===== src/rtl/fp_div.sv =====
// IEEE 754 single-precision divider: 26-cycle restoring mantissa divide, then
// normalize/round-to-nearest-even. Fixed 28-edge latency for every operand pair.
module fp_div #(
   parameter int width = 32  // only 32 is meaningful
) (
   input  logic             clk,
   input  logic             rst_n,
   input  logic             start,
   input  logic [width-1:0] a,
   input  logic [width-1:0] b,
   output logic             busy,
   output logic             done,
   output logic [width-1:0] result,
   output logic             div_by_zero
);

   typedef enum logic [1:0] {IDLE, DIVIDE, NORM, DONE} state_t;

   localparam logic [31:0] QNAN = 32'h7FC0_0000;

   state_t      state_q, state_d;
   logic [4:0]  cnt_q, cnt_d;
   logic [31:0] a_q, a_d, b_q, b_d;
   logic [25:0] rem_q, rem_d;
   logic [25:0] quo_q, quo_d;
   logic [31:0] stg_q, stg_d;
   logic        stg_dbz_q, stg_dbz_d;
   logic        busy_q, busy_d;
   logic        done_q, done_d;
   logic [31:0] result_q, result_d;
   logic        dbz_q, dbz_d;

   // divide-step temporaries
   logic [25:0] mb, r_cur, r_sub;
   // normalize/round temporaries
   logic               sgn, a_nan, b_nan, a_inf, b_inf, a_zero, b_zero;
   logic signed [9:0]  e;
   logic [23:0]        mant;
   logic [24:0]        mant_inc;
   logic               guard, sticky, inc;

   always_comb begin
      state_d   = state_q;
      cnt_d     = cnt_q;
      a_d       = a_q;
      b_d       = b_q;
      rem_d     = rem_q;
      quo_d     = quo_q;
      stg_d     = stg_q;
      stg_dbz_d = stg_dbz_q;
      result_d  = result_q;
      dbz_d     = dbz_q;
      done_d    = 1'b0;
      busy_d    = (state_q == DIVIDE) || (state_q == NORM);

      mb    = {3'b001, b_q[22:0]};
      // first step starts from the dividend mantissa, later steps from the running remainder
      r_cur = (cnt_q == 5'd0) ? {3'b001, a_q[22:0]} : rem_q;
      r_sub = r_cur - mb;

      sgn    = a_q[31] ^ b_q[31];
      a_nan  = (a_q[30:23] == 8'hFF) && (a_q[22:0] != 23'd0);
      b_nan  = (b_q[30:23] == 8'hFF) && (b_q[22:0] != 23'd0);
      a_inf  = (a_q[30:23] == 8'hFF) && (a_q[22:0] == 23'd0);
      b_inf  = (b_q[30:23] == 8'hFF) && (b_q[22:0] == 23'd0);
      a_zero = (a_q[30:23] == 8'h00);
      b_zero = (b_q[30:23] == 8'h00);

      e = $signed({2'b00, a_q[30:23]}) - $signed({2'b00, b_q[30:23]}) + 10'sd127;
      if (quo_q[25]) begin
         mant   = quo_q[25:2];
         guard  = quo_q[1];
         sticky = quo_q[0] | (|rem_q);
      end else begin
         mant   = quo_q[24:1];
         guard  = quo_q[0];
         sticky = |rem_q;
         e      = e - 10'sd1;
      end
      inc      = guard & (sticky | mant[0]);
      mant_inc = {1'b0, mant} + {24'd0, inc};
      if (mant_inc[24]) begin
         mant_inc = 25'h080_0000;
         e        = e + 10'sd1;
      end

      case (state_q)
         IDLE: begin
            if (start) begin
               a_d     = a;
               b_d     = b;
               cnt_d   = 5'd0;
               quo_d   = 26'd0;
               rem_d   = 26'd0;
               state_d = DIVIDE;
            end
         end
         DIVIDE: begin
            if (r_cur >= mb) begin
               quo_d = {quo_q[24:0], 1'b1};
               rem_d = {r_sub[24:0], 1'b0};
            end else begin
               quo_d = {quo_q[24:0], 1'b0};
               rem_d = {r_cur[24:0], 1'b0};
            end
            cnt_d = cnt_q + 5'd1;
            if (cnt_q == 5'd25) state_d = NORM;
         end
         NORM: begin
            stg_dbz_d = 1'b0;
            if (a_nan || b_nan)                         stg_d = QNAN;
            else if ((a_zero && b_zero) || (a_inf && b_inf)) stg_d = QNAN;
            else if (a_inf)                             stg_d = {sgn, 8'hFF, 23'd0};
            else if (b_inf || a_zero)                   stg_d = {sgn, 31'd0};
            else if (b_zero) begin
               stg_d     = {sgn, 8'hFF, 23'd0};
               stg_dbz_d = 1'b1;
            end
            else if (e >= 10'sd255)                     stg_d = {sgn, 8'hFF, 23'd0};
            else if (e <= 10'sd0)                       stg_d = {sgn, 31'd0};
            else                                        stg_d = {sgn, e[7:0], mant_inc[22:0]};
            state_d = DONE;
         end
         DONE: begin
            result_d = stg_q;
            dbz_d    = stg_dbz_q;
            done_d   = 1'b1;
            state_d  = IDLE;
         end
         default: state_d = IDLE;
      endcase
   end

   always_ff @(posedge clk or negedge rst_n) begin
      if (!rst_n) begin
         state_q   <= IDLE;
         cnt_q     <= 5'd0;
         a_q       <= 32'd0;
         b_q       <= 32'd0;
         rem_q     <= 26'd0;
         quo_q     <= 26'd0;
         stg_q     <= 32'd0;
         stg_dbz_q <= 1'b0;
         busy_q    <= 1'b0;
         done_q    <= 1'b0;
         result_q  <= 32'd0;
         dbz_q     <= 1'b0;
      end else begin
         state_q   <= state_d;
         cnt_q     <= cnt_d;
         a_q       <= a_d;
         b_q       <= b_d;
         rem_q     <= rem_d;
         quo_q     <= quo_d;
         stg_q     <= stg_d;
         stg_dbz_q <= stg_dbz_d;
         busy_q    <= busy_d;
         done_q    <= done_d;
         result_q  <= result_d;
         dbz_q     <= dbz_d;
      end
   end

   assign busy        = busy_q;
   assign done        = done_q;
   assign result      = result_q;
   assign div_by_zero = dbz_q;

endmodule


===== config.mk =====
export PLATFORM = sky130hd
export DESIGN_NAME = fp_div
export DESIGN_NICKNAME = d
export VERILOG_FILES = /design/src/rtl/fp_div.sv
export SDC_FILE = /design/constraint.sdc
export NUM_CORES = 1
export LEC_CHECK = 0
export CAP_MARGIN = 20
export CORE_AREA = 2 2 138 140
export CTS_CLUSTER_DIAMETER = 30
export CTS_CLUSTER_SIZE = 10
export DETAILED_ROUTE_END_ITERATION = 12
export DIE_AREA = 0 0 140 142
export PLACE_DENSITY = 0.95
export SYNTH_ARGS = -nofsm -noshare
export SYNTH_HDL_FRONTEND = slang
export SYNTH_SLANG_ARGS = --single-unit

===== constraint.sdc =====
create_clock -name clk -period 11.4 [get_ports clk]
set_input_delay 2.28 -clock clk [delete_from_list [all_inputs] [get_ports clk]]
set_output_delay 2.28 -clock clk [all_outputs]
set_load 0.01 [all_outputs]

# ---- After elaboration in Yosys (flattened, before gate mapping)
# Index checks and enable logic that the tools add are counted.
# Widths: inputs -> output; s select.
dict set report classes {
  addsub 7
  n_mul 0
  n_div 0
  magnitude_cmp 3
  eq_ne 8
  shift 0
  mux 30
  n_bitwise 4
  reduce_logical 23
}
# operator n
set op_table {}
lappend op_table {{$mux 31} 5}
lappend op_table {{$pmux 26 s2} 2}
lappend op_table {{$mux 26} 3}
lappend op_table {{$mux 32} 2}
lappend op_table {{$logic_not 23->1} 2}
lappend op_table {{$reduce_bool 23->1} 2}
lappend op_table {{$ge 26x24->1} 1}
lappend op_table {{$reduce_or 26->1} 1}
lappend op_table {{$add 24x1->25} 1}
lappend op_table {{$sub 25x24->25} 1}
lappend op_table {{$mux 24} 1}
lappend op_table {{$mux 23} 1}
lappend op_table {{$mux 10} 2}
lappend op_table {{$eq 8x8->1 const B} 2}
lappend op_table {{$logic_not 8->1} 2}
lappend op_table {{$add 10x2->10 const B} 1}
lappend op_table {{$add 9x8->10 const B} 1}
lappend op_table {{$ge 10x9->1 const B} 1}
lappend op_table {{$le 10x1->1 const B} 1}
lappend op_table {{$pmux 5 s2} 1}
lappend op_table {{$sub 10x2->10 const B} 1}
lappend op_table {{$mux 1} 9}
lappend op_table {{$sub 8x8->9} 1}
lappend op_table {{$pmux 2 s4} 1}
lappend op_table {{17 further kinds} 30}
dict set report word_totals {
  regBits 191
  latchBits 0
  mem_bits_rw 0
  rom_bits 0
  input_bits 67
  memories 0
}

# ---- Longest topological paths before layout
# Gate-level depths: netlist of run 1.
dict set report depth {
  ltp_word 15
  depth_mapped 20
}

# ---- Least setup slack after synthesis of run 1
# Ideal clock, no wire load.
dict set report synth_path {
  path_kind {register to register}
  startpoint {register cnt_q[0]}
  endpoint {register rem_q[21]}
  setup_time_ps 121
  arrival_time_ps 4648
  required_time_ps 11279
  path_slack_ps 6631
  path_stages_with_launch 19
  n_path_buf 3
  period_less_slack_ps 4769
  cell_sequence {dfrtp_1 > inv_1 > ha_1 > nor4b_1 > clkbuf_1 > buf_1 > mux2_2 > ha_1 > nand2b_1 > a21oi_1 > o21ai_0 > a21oi_1 > a2111oi_0 > o31a_1 > a21oi_1 > a21oi_1 > buf_2 > o21ai_0 > a22o_1}
}
dict set report synth_between {
  elab_chain_len 5
}
# element line
set synth_lines {}
lappend synth_lines {{start: declaration} 22} ;# logic [4:0] cnt_q, cnt_d;
lappend synth_lines {{start signal: assignment} 150} ;# cnt_q <= cnt_d;
lappend synth_lines {{$logic_not 5->1 (*)} 58} ;# r_cur = (cnt_q == 5'd0) ? {3'b001, a_q[22:0]} : rem_q;
lappend synth_lines {{$mux 26 (*)} 58}
lappend synth_lines {{$sub 25x24->25 / $ge 26x24->1 (equally long branches)} {59, 99}}
lappend synth_lines {{$mux 26 (*)} 99} ;# if (r_cur >= mb) begin
lappend synth_lines {{$pmux 26 s2 (*)} 87} ;# case (state_q)
lappend synth_lines {{end signal: assignment} 153} ;# rem_q <= rem_d;
lappend synth_lines {{end: declaration} 24} ;# logic [25:0] rem_q, rem_d;
# Every way passes the cells marked *; elsewhere a longest branch is shown, timed or not.
# A chain may end at the register's enable or synchronous reset.

# ---- Final worst setup path of run 1
dict set report layout_path {
  startpoint {register cnt_q[0]}
  endpoint {register rem_q[22]}
}
# The elaborated chain is that of the path after synthesis.

==> results of run 1 <==
-- cell families (layout without fill, tap and decap cells) --
| group | count (synthesis) | in the layout | share of synthesized area, % |
|---|---|---|---|
| DFF | 190 | 190 | 41.7 |
| AOI/OAI and AO/OA | 236 | 236 | 14.8 |
| adders and majority gates | 45 | 45 | 5.06 |
| muxes | 144 | 144 | 14.0 |
| buffers and inverters | 129 | 214 | 4.56 |
| xor gates and xnor gates | 77 | 77 | 6.18 |
| and+or+nand+nor | 296 | 296 | 13.7 |
-- state kept, by name (all words and copies together) (netlist names) --
name         count
rem_q           25
stg_q           32
cnt_q            5
busy             1
stg_dbz_q        1
result          32
state_q          2
done             1
div_by_zero      1
quo_q           26
b_q             32
a_q             32
-- worst max-delay path, stage by stage (launching register included) --
cell       delay, ns
dfrtp_1         0.45
inv_1           0.09
ha_1            0.13
nor4b_2         0.18
buf_4           0.39
mux2_2          0.42
ha_1            0.34
nand2b_1        0.13
a21oi_1         0.09
o21ai_0         0.33
a21oi_1         0.22
a2111oi_0       0.90
o31a_1          0.35
a21oi_1         0.14
a21oi_2         0.33
buf_4           0.43
o21ai_0         0.17
a22o_1          0.22
-- placed cells by master (no fill, tap or decap), types with 15 or more instances in the layout --
cell type	synthesis	layout
a22o_1	24	24
nand3_1	32	32
mux2_2	122	122
ha_1	42	42
nand2b_1	15	15
a21oi_1	52	51
nor4_1	25	25
o21ai_0	61	61
xor2_1	28	28
o22ai_2	20	20
nor2_1	58	58
mux2i_1	22	22
nand2_1	81	80
xnor2_1	46	46
clkdlybuf4s50_1	0	100
nor3_1	16	16
nand4_1	20	20
dfrtp_1	190	189
inv_1	71	71
clkbuf_16	0	17
-- worst paths after layout --
| kind | start | endpoint | slack [ns] | depth (start not counted) |
|---|---|---|---|---|
| worst max-delay path | cnt_q[0] | rem_q[22] | 5.96 | 17 |
| worst min-delay path | stg_q[10] | result[10] | 0.50 | 1 |
| worst max register to register | cnt_q[0] | rem_q[22] | 5.96 | 17 |
| worst min register to register | stg_q[10] | result[10] | 0.50 | 1 |
| max in group asynchronous | rst_n | stg_q[10] | 7.95 | 2 |
| min in group asynchronous | rst_n | b_q[14] | 1.92 | 1 |
-- through the flow --
stage               cells  util [%]  instance area [um^2]
detailed placement   1404      67.9                 12500
floorplan            1117         -                 11400
CTS                  1436      71.1                 13100
global route         1436      71.1                 13100
finish               1436      71.1                 13100
global placement     1404      67.9                 12500
-- routing by layer --
layer  routed length [um]  track usage [%]  vias to the layer above
met5                    0                0                        -
met4                 1150             13.6                        0
met3                 1450             4.21                      101
met2                14000             51.6                      358
met1                11400             35.6                     4349
li1                     -                -                     4182
-- cell type report --
class | count | area [um^2] | share of cell area, %
Inverter | 72 | 270 | 2.06
Tap cell | 234 | 293 | 2.23
Timing Repair Buffer | 110 | 1080 | 8.25
Clock inverter | 14 | 151 | 1.15
Sequential cell | 190 | 4760 | 36.2
Clock buffer | 18 | 439 | 3.35
Multi-Input combinational cell | 798 | 6130 | 46.7
==> summary by stage, run 1 <==
Status
The run finished, with violations left. The final reports fail on DRC.

Final layout
The number of inserted filler cells in the final layout is between 1000 and 1500. Relative to the synthesized area, the layout overhead comes to 15.2%. The number of antenna diodes in the final layout is 0. Cells with a size suffix above 1 make up 17.6% of the layout. After the last flow step, the layout net total stands at 1300.

Setup path
STA classifies the critical path endpoint as a flip-flop. At the worst endpoint, the arrival time is 5.78 ns. The startpoint class of the critical path is a flip-flop.

The largest fanout on the critical path is 39. The data required time at the worst endpoint is 11.74 ns. The worst setup path is of the reg -> reg kind.

Timing
In the final timing run, aggregate negative setup slack is 0 ns. The maximum clock frequency is 184 MHz. After layout, the minimum clock period comes to 5.44 ns. The number of hold violations in the final report is 0.

Setup repair after global routing left no endpoint under its margin. The final hold slack is around 0.50 ns. The number of max-slew violations in the final report was 0.

In the finished design, the share of the clock period the worst path needs comes to 47.7%. The final worst slack is 5.96 ns. In this run the tightest slew margin relative to its limit is 29.4%. On the final layout, the worst clock skew is roughly 0.011 ns. The final setup violation count is 0.

The measured slew at the worst slew-check pin is 1.06 ns.

Flow run
The reported max-cap violation count is 0.

Floorplanning
The area inside the core boundary is 0.0185 mm^2. The die area is 0.0199 mm^2. The initial core utilization is between 60% and 70%.

The number of standard-cell rows in the floorplan is 50. slightly above 100 I/O pins were placed. The die is 140 um wide. In this run the vertical extent of the chip is roughly 140 um.

Logic synthesis
The most common cell in the synthesized netlist is dfrtp_1. The count of different cell masters after synthesis is 77. Of all flip-flops after synthesis, the portion carrying an async set or reset was 100%. The top cell type by area accounts for 41.7% of the synthesized area. The post-synthesis area per instance is about 10 um^2.

The netlist area before placement is 0.0114 mm^2. Of all cell types, the one taking the most synthesized area is dfrtp_1. The number of synthesized register bits is 190. The instance count of the mapped netlist is 1117. The count of synthesis-stage warnings from yosys is 0.

Sorting the synthesized cells by how often they occur yields 190 x dfrtp_1, 122 x mux2_2, 81 x nand2_1, 71 x inv_1, 61 x o21ai_0. Counting flops with a built-in enable in the synthesized netlist gives 0. By area the synthesized netlist is led by dfrtp_1 42%, mux2_2 12%, ha_1 4.6%.

Sequential elements use a little over two fifths of the synthesized area. The post-synthesis net count is 1228. The most used flip-flop cell after synthesis is dfrtp_1.

Clock tree
Counting along the longest clock path gives a buffer depth of 2. The TritonCTS clock tree is yes. After clock tree synthesis, the clock-pin slew on the worst setup and hold paths is 0.08 ns.

The post-cts hold buffer count is 0. The tree built by TritonCTS fans out to 190 sinks. The number of buffers inserted by post-CTS setup repair is 0. The later-pin clock latency in the skew report is about 0.45 ns.

In this run the clock root is driven by a clkbuf_16. The depth of the CTS H-tree is 4. Once the clock tree was built, the resizer swapped 0 gates to a different size. The number of buffers created by CTS is 17.

GRT
The first global-routing pass estimated 46400 um of wire. The maximum number of pins on one net before global-route repair is roughly 130. The via count of the first global-routing pass is approximately 9100. The initial antenna violation count is 0. The total congestion overflow after global routing is 0. The global-route total usage across every layer is 29.2%.

Drt
The per-cell routed wire length is 19.5 um. The mean number of vias per cell is between 6 and 7. The detailed router's first-iteration violation count is ~860. The remaining antenna violation count after routing is 0. The detailed-route DRC error count is 6. The routed wire length is 28000 um. The via count is between 8000 and 9000. The detailed-routing iteration count for the pre-antenna-repair pass is 12.

Min path
The path class of the tightest hold or removal check is reg -> reg.

Placed design
Routability-driven placement finished with a final weighted congestion of 0.972. After legalization and detailed placement, the total HPWL measured 20000 um. The pre-CTS setup slack is 6.13 ns. The number of buffers added on ports is 101.
Power of run 1 is left out: the tool's default activity adds up to more than one toggle a clock period on the data nets, which glitch-free logic cannot reach.
==> inputs of run 2 (changes only) <==
CORE_AREA = 2 2 150 152   (was 2 2 138 140)
DIE_AREA = 0 0 152 154   (was 0 0 140 142)
PLACE_DENSITY = 0.86   (was 0.95)
clock period = 4.76 ns   (was 11.4 ns; I/O delays follow)
==> run 2 against run 1 <==
  * The flow now finishes without violations
  * Critical path depth shrank 2
  * Non-clock buffer count grew 7
  * Count of clock-buffer cells in the layout shrank 1
  * Final cell count grew 3.7%
  * First-iteration DRC count shrank 14%
  * Routed wire length shrank 3.9%
  * Maximum frequency grew 19%
  * Via count shrank 2.2%
  * Setup slack lost 5.8 ns
  * Register-to-register slack lost 5.8 ns
  * Global-route usage shrank 5.8 points
  * Die area grew 18%
  * Critical path type unchanged
  * Largest cell class unchanged
==> summary by stage, run 2 (same netlist as run 1, synthesis figures left out) <==
Status
The flow ran to the end, and the final reports show no timing, DRC or antenna violations.

Final layout
Leaving out fill and tap cells, the most frequent cells in the layout are 189 x dfrtp_1, 122 x mux2_2, 100 x clkdlybuf4s50_1. The number of inserted filler cells in the final layout is 1647 (+36%). The commonest non-fill, non-tap cell in the layout is dfrtp_1.

The area growth from synthesis to layout is 17.3%. The number of nets at the end of the flow is 1307 (+0.54%). The total inserted antenna cells is 0 (unchanged). The fraction of final layout cells sized beyond drive strength 1 was 18.8% (+1.1 points).

Timing
The final setup TNS is 0 ns (unchanged). The worst slew slack as a fraction of its limit is 33.5% (+4.2 points). The worst clock skew on the final layout is 0.0124 ns (+0.00130 ns).

The fraction of the cycle the final worst path needs is 95.8% (+48 points). The final hold slack is 0.506 ns (+0.00273 ns). Setup repair after global routing left no endpoint under its margin. The final setup violation count came to 0 (unchanged). The measured slew at the worst slew-check pin came to 0.997 ns (-0.0623 ns). The time the worst path needs with I/O delays and setup is 4.56 ns (-0.880 ns). The maximum clock frequency is 219 MHz (+19%). The number of max-slew violations in the final report was 0 (unchanged).

The final worst slack is 0.201 ns (-5.76 ns). The number of hold violations in the final report is 0 (unchanged).

Setup path
The worst setup path is captured at a flip-flop. In this run the critical register-to-register path is launched from b_q[23]. The highest cell delay on the worst timing path is 0.50 ns (-0.40 ns). The dominant cell type by count on the critical path is ha_1. The count of cells along the worst register-to-register path came to 15 (-2). The data required time at the worst endpoint is 5.06 ns (-6.68 ns). Walking the worst path, the cells encountered are ha_1, fa_1, ha_1, or3b_1, nor2_4, nor2_2, o311a_1, a211oi_2, nor4_4, maj3_2, a211o_2, nand4_1, nand4bb_4, buf_12, o22ai_2. Among all stages on the critical path, the largest delay is contributed by fa_1. The kind of critical path is reg -> reg. The startpoint class of the critical path is a flip-flop. The slack of the worst reg-to-reg path is 0.20 ns (-5.76 ns). The largest fanout on the critical path is 13 (-67%). The worst reg2reg path endpoint is stg_q[10].

The signal arrival time at the worst endpoint is 4.86 ns (-0.92 ns).

Min path
The class of the tightest hold or removal check is reg -> reg. The destination of the worst hold path is result[5]. The origin of the worst min-delay path is stg_q[5]. The number of instances on the worst hold path is 1 (unchanged).

Drt
The remaining antenna violation count after routing is 0 (unchanged). The detailed-route DRC error count was 0 (-6). The routed wire length is 26900 um (-3.9%).

The detailed-routing iteration count for the pre-antenna-repair pass is 5 (-7). The mean number of vias per cell is 5.91 (-5.7%). The via count is 8795 (-2.2%). The per-cell routed wire length is 18.1 um (-7.3%).

The detailed router's first-iteration violation count was 736 (-14%).

GRT
The via count of the first global-routing pass is 8857 (-2.5%). The initial antenna violation count is 0 (unchanged). The total congestion overflow after global routing came to 0 (unchanged).

The first-pass GRT wire length is 44800 um (-3.5%). The global-route total usage across every layer is 23.4% (-5.8 points). The maximum number of pins on one net before global-route repair is 123 (-3.1%).

Floorplanning
The die area is 0.0234 mm^2 (+18%). The number of standard-cell rows in the floorplan was 54 (+8.0%). The height of the chip is 154 um (+8.5%). The die width came to 152 um (+8.6%).

The number of top-level pins is 102 (unchanged). The area inside the core boundary was 0.0217 mm^2 (+18%). The initial core utilization is 52.5% (-9.2 points).

Clock tree
The number of clock sinks came to 190 (unchanged). The depth of the CTS H-tree is 4 (unchanged). The post-cts repair resize count is 0 (unchanged). The post-CTS clock slew at the launch and capture registers of the worst setup and hold paths was 0.07 ns (about the same). The number of buffers inserted by post-CTS setup repair is 0 (unchanged). Clock tree synthesis selected as its root buffer the cell clkbuf_16. The later-pin clock latency in the skew report is 0.45 ns (about the same).

The number of buffers created by CTS was 17 (unchanged). The post-cts hold buffer count was 0 (unchanged). The deepest clock path buffer count is 2 (unchanged). TritonCTS built the clock tree.

Placed design
The placer congestion estimate is 0.997 (+2.6%). The detailed placer's ending HPWL came to 19400 um (-3.4%). The number of buffers added on ports is 101 (unchanged). The pre-CTS setup slack came to 0.272 ns (-5.86 ns).

Flow run
The reported max-cap violation count came to 0 (unchanged).
-- run 2: cell count changes in the layout (fill, tap and decap cells not counted), sizes merged --
cell and delta:
clkinv -3, buf +7, inv +3, clkinvlp -2
clkbuf -1, bufinv +3
-- run 2: worst max path at each step --
stage | from | end | slack (ns) | cells after the start
3_3_place_gp | cnt_q[0] | rem_q[21] | 0.42 | 16
5_1_grt | b_q[23] | stg_q[10] | 0.001 | 15
6_report | b_q[23] | stg_q[10] | 0.20 | 15
4_1_cts | cnt_q[0] | rem_q[4] | 0.20 | 18
3_5_place_dp | cnt_q[0] | rem_q[21] | 0.27 | 16
2_1_floorplan | cnt_q[0] | rem_q[21] | 0.09 | 18
-- run 2: layer usage --
| metal | track usage [%] | wire length, um |
|---|---|---|
| met3 | 4.68 | 1440 |
| met1 | 29.1 | 11400 |
| met2 | 40.9 | 13300 |
| met4 | 7.97 | 826 |
| met5 | 0 | 0 |
-- run 2: final cells by class --
type	instances	area (um^2)	area share (%)
timing repair buffer	117	1170	8.78
multi-input combinational	798	6170	46.2
sequential	190	4760	35.6
inverter	72	270	2.02
clock inverter	15	211	1.58
clock buffer	17	425	3.18
tap	280	350	2.62
-- run 2: critical path: cells and delay by family (launching register included) --
kind,cells,cell delay [ns]
AND/OR/NAND/NOR,6,1.21
flip-flops,1,0.44
buffers and inverters,1,0.19
adder cells (fa/ha/maj),4,1.39
AO/OA/AOI/OAI,4,1.18
-- run 2: metrics by stage --
| step | area (um^2) | util, % | std cells |
|---|---|---|---|
| 5_1_grt | 13400 | 61.6 | 1489 |
| 4_1_cts | 13300 | 61.4 | 1489 |
| 2_1_floorplan | 11400 | - | 1117 |
| 3_5_place_dp | 12700 | 58.5 | 1457 |
| 6_report | 13400 | 61.6 | 1489 |
| 3_3_place_gp | 12700 | 58.5 | 1457 |
Power of run 2 is left out for the same reason.
==> inputs of run 3 (changes only) <==
GPL_TIMING_DRIVEN = 0   (was unset)
SETUP_SLACK_MARGIN = 0.2   (was unset)
==> run 3 against run 2 <==
  * Clock skew decreased by 0.0016 ns
  * Setup slack improved by 0.079 ns
  * Sequential cell count unchanged
==> summary by stage, run 3 (same netlist as run 1, synthesis figures left out) <==
Timing
The number of max-slew violations in the final report is 0 (unchanged). The final setup TNS was 0 ns (unchanged). The final setup violation count is 0 (unchanged). The time the worst path needs with I/O delays and setup is 4.48 ns (-0.0788 ns).

The fraction of the cycle the final worst path needs was 94.1% (-1.7 points). The worst slew slack as a fraction of its limit is 45.8% (+12 points). The measured slew at the worst slew-check pin is 0.806 ns (-0.191 ns). Setup repair after global routing could not meet its margin everywhere. The final worst slack is 0.279 ns (+0.0788 ns). The final hold slack was 0.477 ns (-0.0283 ns). The number of hold violations in the final report came to 0 (unchanged). The worst clock skew on the final layout was 0.0107 ns (-0.00162 ns).

The maximum clock frequency is 223 MHz (+1.8%).

Clock tree
The number of buffers created by CTS was 17 (unchanged). TritonCTS built the clock tree. The post-CTS clock slew at the launch and capture registers of the worst setup and hold paths was 0.07 ns (about the same).

The number of clock sinks is 190 (unchanged). The later-pin clock latency in the skew report is 0.44 ns (about the same). The deepest clock path buffer count is 2 (unchanged). The post-cts hold buffer count is 0 (unchanged). The root cell of the clock tree is clkbuf_16.

The depth of the CTS H-tree came to 4 (unchanged).

Drt
The detailed router's first-iteration violation count was 826 (+12%). The routed wire length is 30300 um (+12%). The per-cell routed wire length is 19.4 um (+7.4%).

The via count is 9391 (+6.8%). The detailed-routing iteration count for the pre-antenna-repair pass was 6 (+1). The detailed-route DRC error count came to 0 (unchanged).

The remaining antenna violation count after routing came to 0 (unchanged). The mean number of vias per cell is 6.02 (+2.0%).

Setup path
The highest cell delay on the worst timing path is 0.38 ns (-0.12 ns). The most critical setup path has its startpoint at quo_q[25]. The kind of critical path is reg -> reg. The critical path goes through buf_6, buf_12, buf_12, buf_8, nand2_1, a21boi_1, ha_2, nand2_2, nor4_4, nand2_2, nor4_4, buf_6, nand4_1, nor4_2, nand3_1, xnor2_2, a41o_2, nand4bb_4, buf_8, o22ai_2. The data required time at the worst endpoint was 5.11 ns (+0.05 ns). Among all stages on the critical path, the largest delay is contributed by nor4_4. The startpoint class of the critical path is a flip-flop. The startpoint identified for the worst register-to-register timing path is quo_q[25]. The worst setup path is captured at a flip-flop.

The kind of cell with the highest combined delay on the critical path is simple AND/OR/NAND/NOR gates. The largest fanout on the critical path is 10 (-3). The signal arrival time at the worst endpoint came to 4.83 ns (-0.03 ns). The number of buffer and inverter instances along the worst setup path is 6 (+5).

Floorplanning
The die area is 0.0234 mm^2 (unchanged). The initial core utilization was 52.5% (unchanged). The number of top-level pins is 102 (unchanged). The area inside the core boundary came to 0.0217 mm^2 (unchanged). The die width is 152 um (unchanged).

The number of standard-cell rows in the floorplan is 54 (unchanged). The height of the chip came to 154 um (unchanged).

Placed design
The number of buffers added on ports is 101 (unchanged). The pre-CTS setup slack came to -1.21 ns (-1.48 ns). The placer congestion estimate was 0.977 (-2.0%).

The detailed placer's ending HPWL was 21700 um (+12%).

Final layout
The number of inserted filler cells in the final layout is 1627 (-1.2%). The area of the multi-input gates is 0.00632 mm^2 (+2.4%). The total inserted antenna cells is 0 (unchanged). The number of nets at the end of the flow is 1377 (+5.4%).

The library cell used most frequently in the layout, excluding fill and tap cells, is dfrtp_1. The fraction of final layout cells sized beyond drive strength 1 is 21.6% (+2.8 points). The sequential cell area is 0.00476 mm^2 (unchanged).

In the layout the commonest cells are 189 x dfrtp_1, 122 x mux2_2, 100 x clkdlybuf4s50_1. The area growth from synthesis to final layout is 22.1%.

Min path
The class of the tightest hold or removal check is in -> async.

GRT
The via count of the first global-routing pass is 9178 (+3.6%). The maximum number of pins on one net before global-route repair is 112 (-8.9%). The total congestion overflow after global routing is 0 (unchanged). The global-route total usage across every layer is 24.8% (+1.4 points). The first-pass GRT wire length came to 46700 um (+4.4%). The initial antenna violation count is 0 (unchanged).

Flow run
The reported max-cap violation count is 0 (unchanged).

Status
The run finished with clean final reports.
==> run 3: timing repair <==
item                                    in CTS  in global routing
cloned                                       0                  2
buffers inserted                             3                 23
gates resized for setup                     32                 46
endpoints found under the setup margin      57                 56
pin swaps                                    6                 15
==> run 3: final cells by class <==
class                   instances  area share, %
plain buffers                  57           2.50
flip-flops and latches        190           34.2
inverters                      72           1.94
clock inverters                13          0.864
well taps                     280           2.52
multi-input cells             798           45.5
clock buffers                  19           3.26
repair buffers                130           9.27
==> run 3: per-stage QoR <==
| step | utilization, % | area [um^2] | cells |
|---|---|---|---|
| finish | 64.1 | 13900 | 1559 |
| global route | 64.1 | 13900 | 1559 |
| CTS | 62.2 | 13500 | 1534 |
| detailed placement | 59.0 | 12800 | 1499 |
| global placement | 58.8 | 12800 | 1498 |
| floorplan | - | 11400 | 1117 |
==> run 3: final timing paths <==
kind                                   end  slack [ns]  cells past startpoint
worst min register to register  result[20]        0.51                      1
worst min-delay path               b_q[15]        0.48                      1
max in group asynchronous         cnt_q[0]        3.24                      2
worst max-delay path              stg_q[8]        0.28                     20
worst max register to register    stg_q[8]        0.28                     20
min in group clk                result[20]        0.51                      1
==> run 3: metal layers <==
metal / up-vias / share of wire, % / global-route usage (%)
met3: 99 / 4.9 / 4.43
met4: 0 / 4.2 / 11.9
met1: 4612 / 41 / 30.3
li1: 4320 / - / -
met2: 360 / 50 / 42.6
met5: - / 0 / 0
Power of run 3 is left out for the same reason.
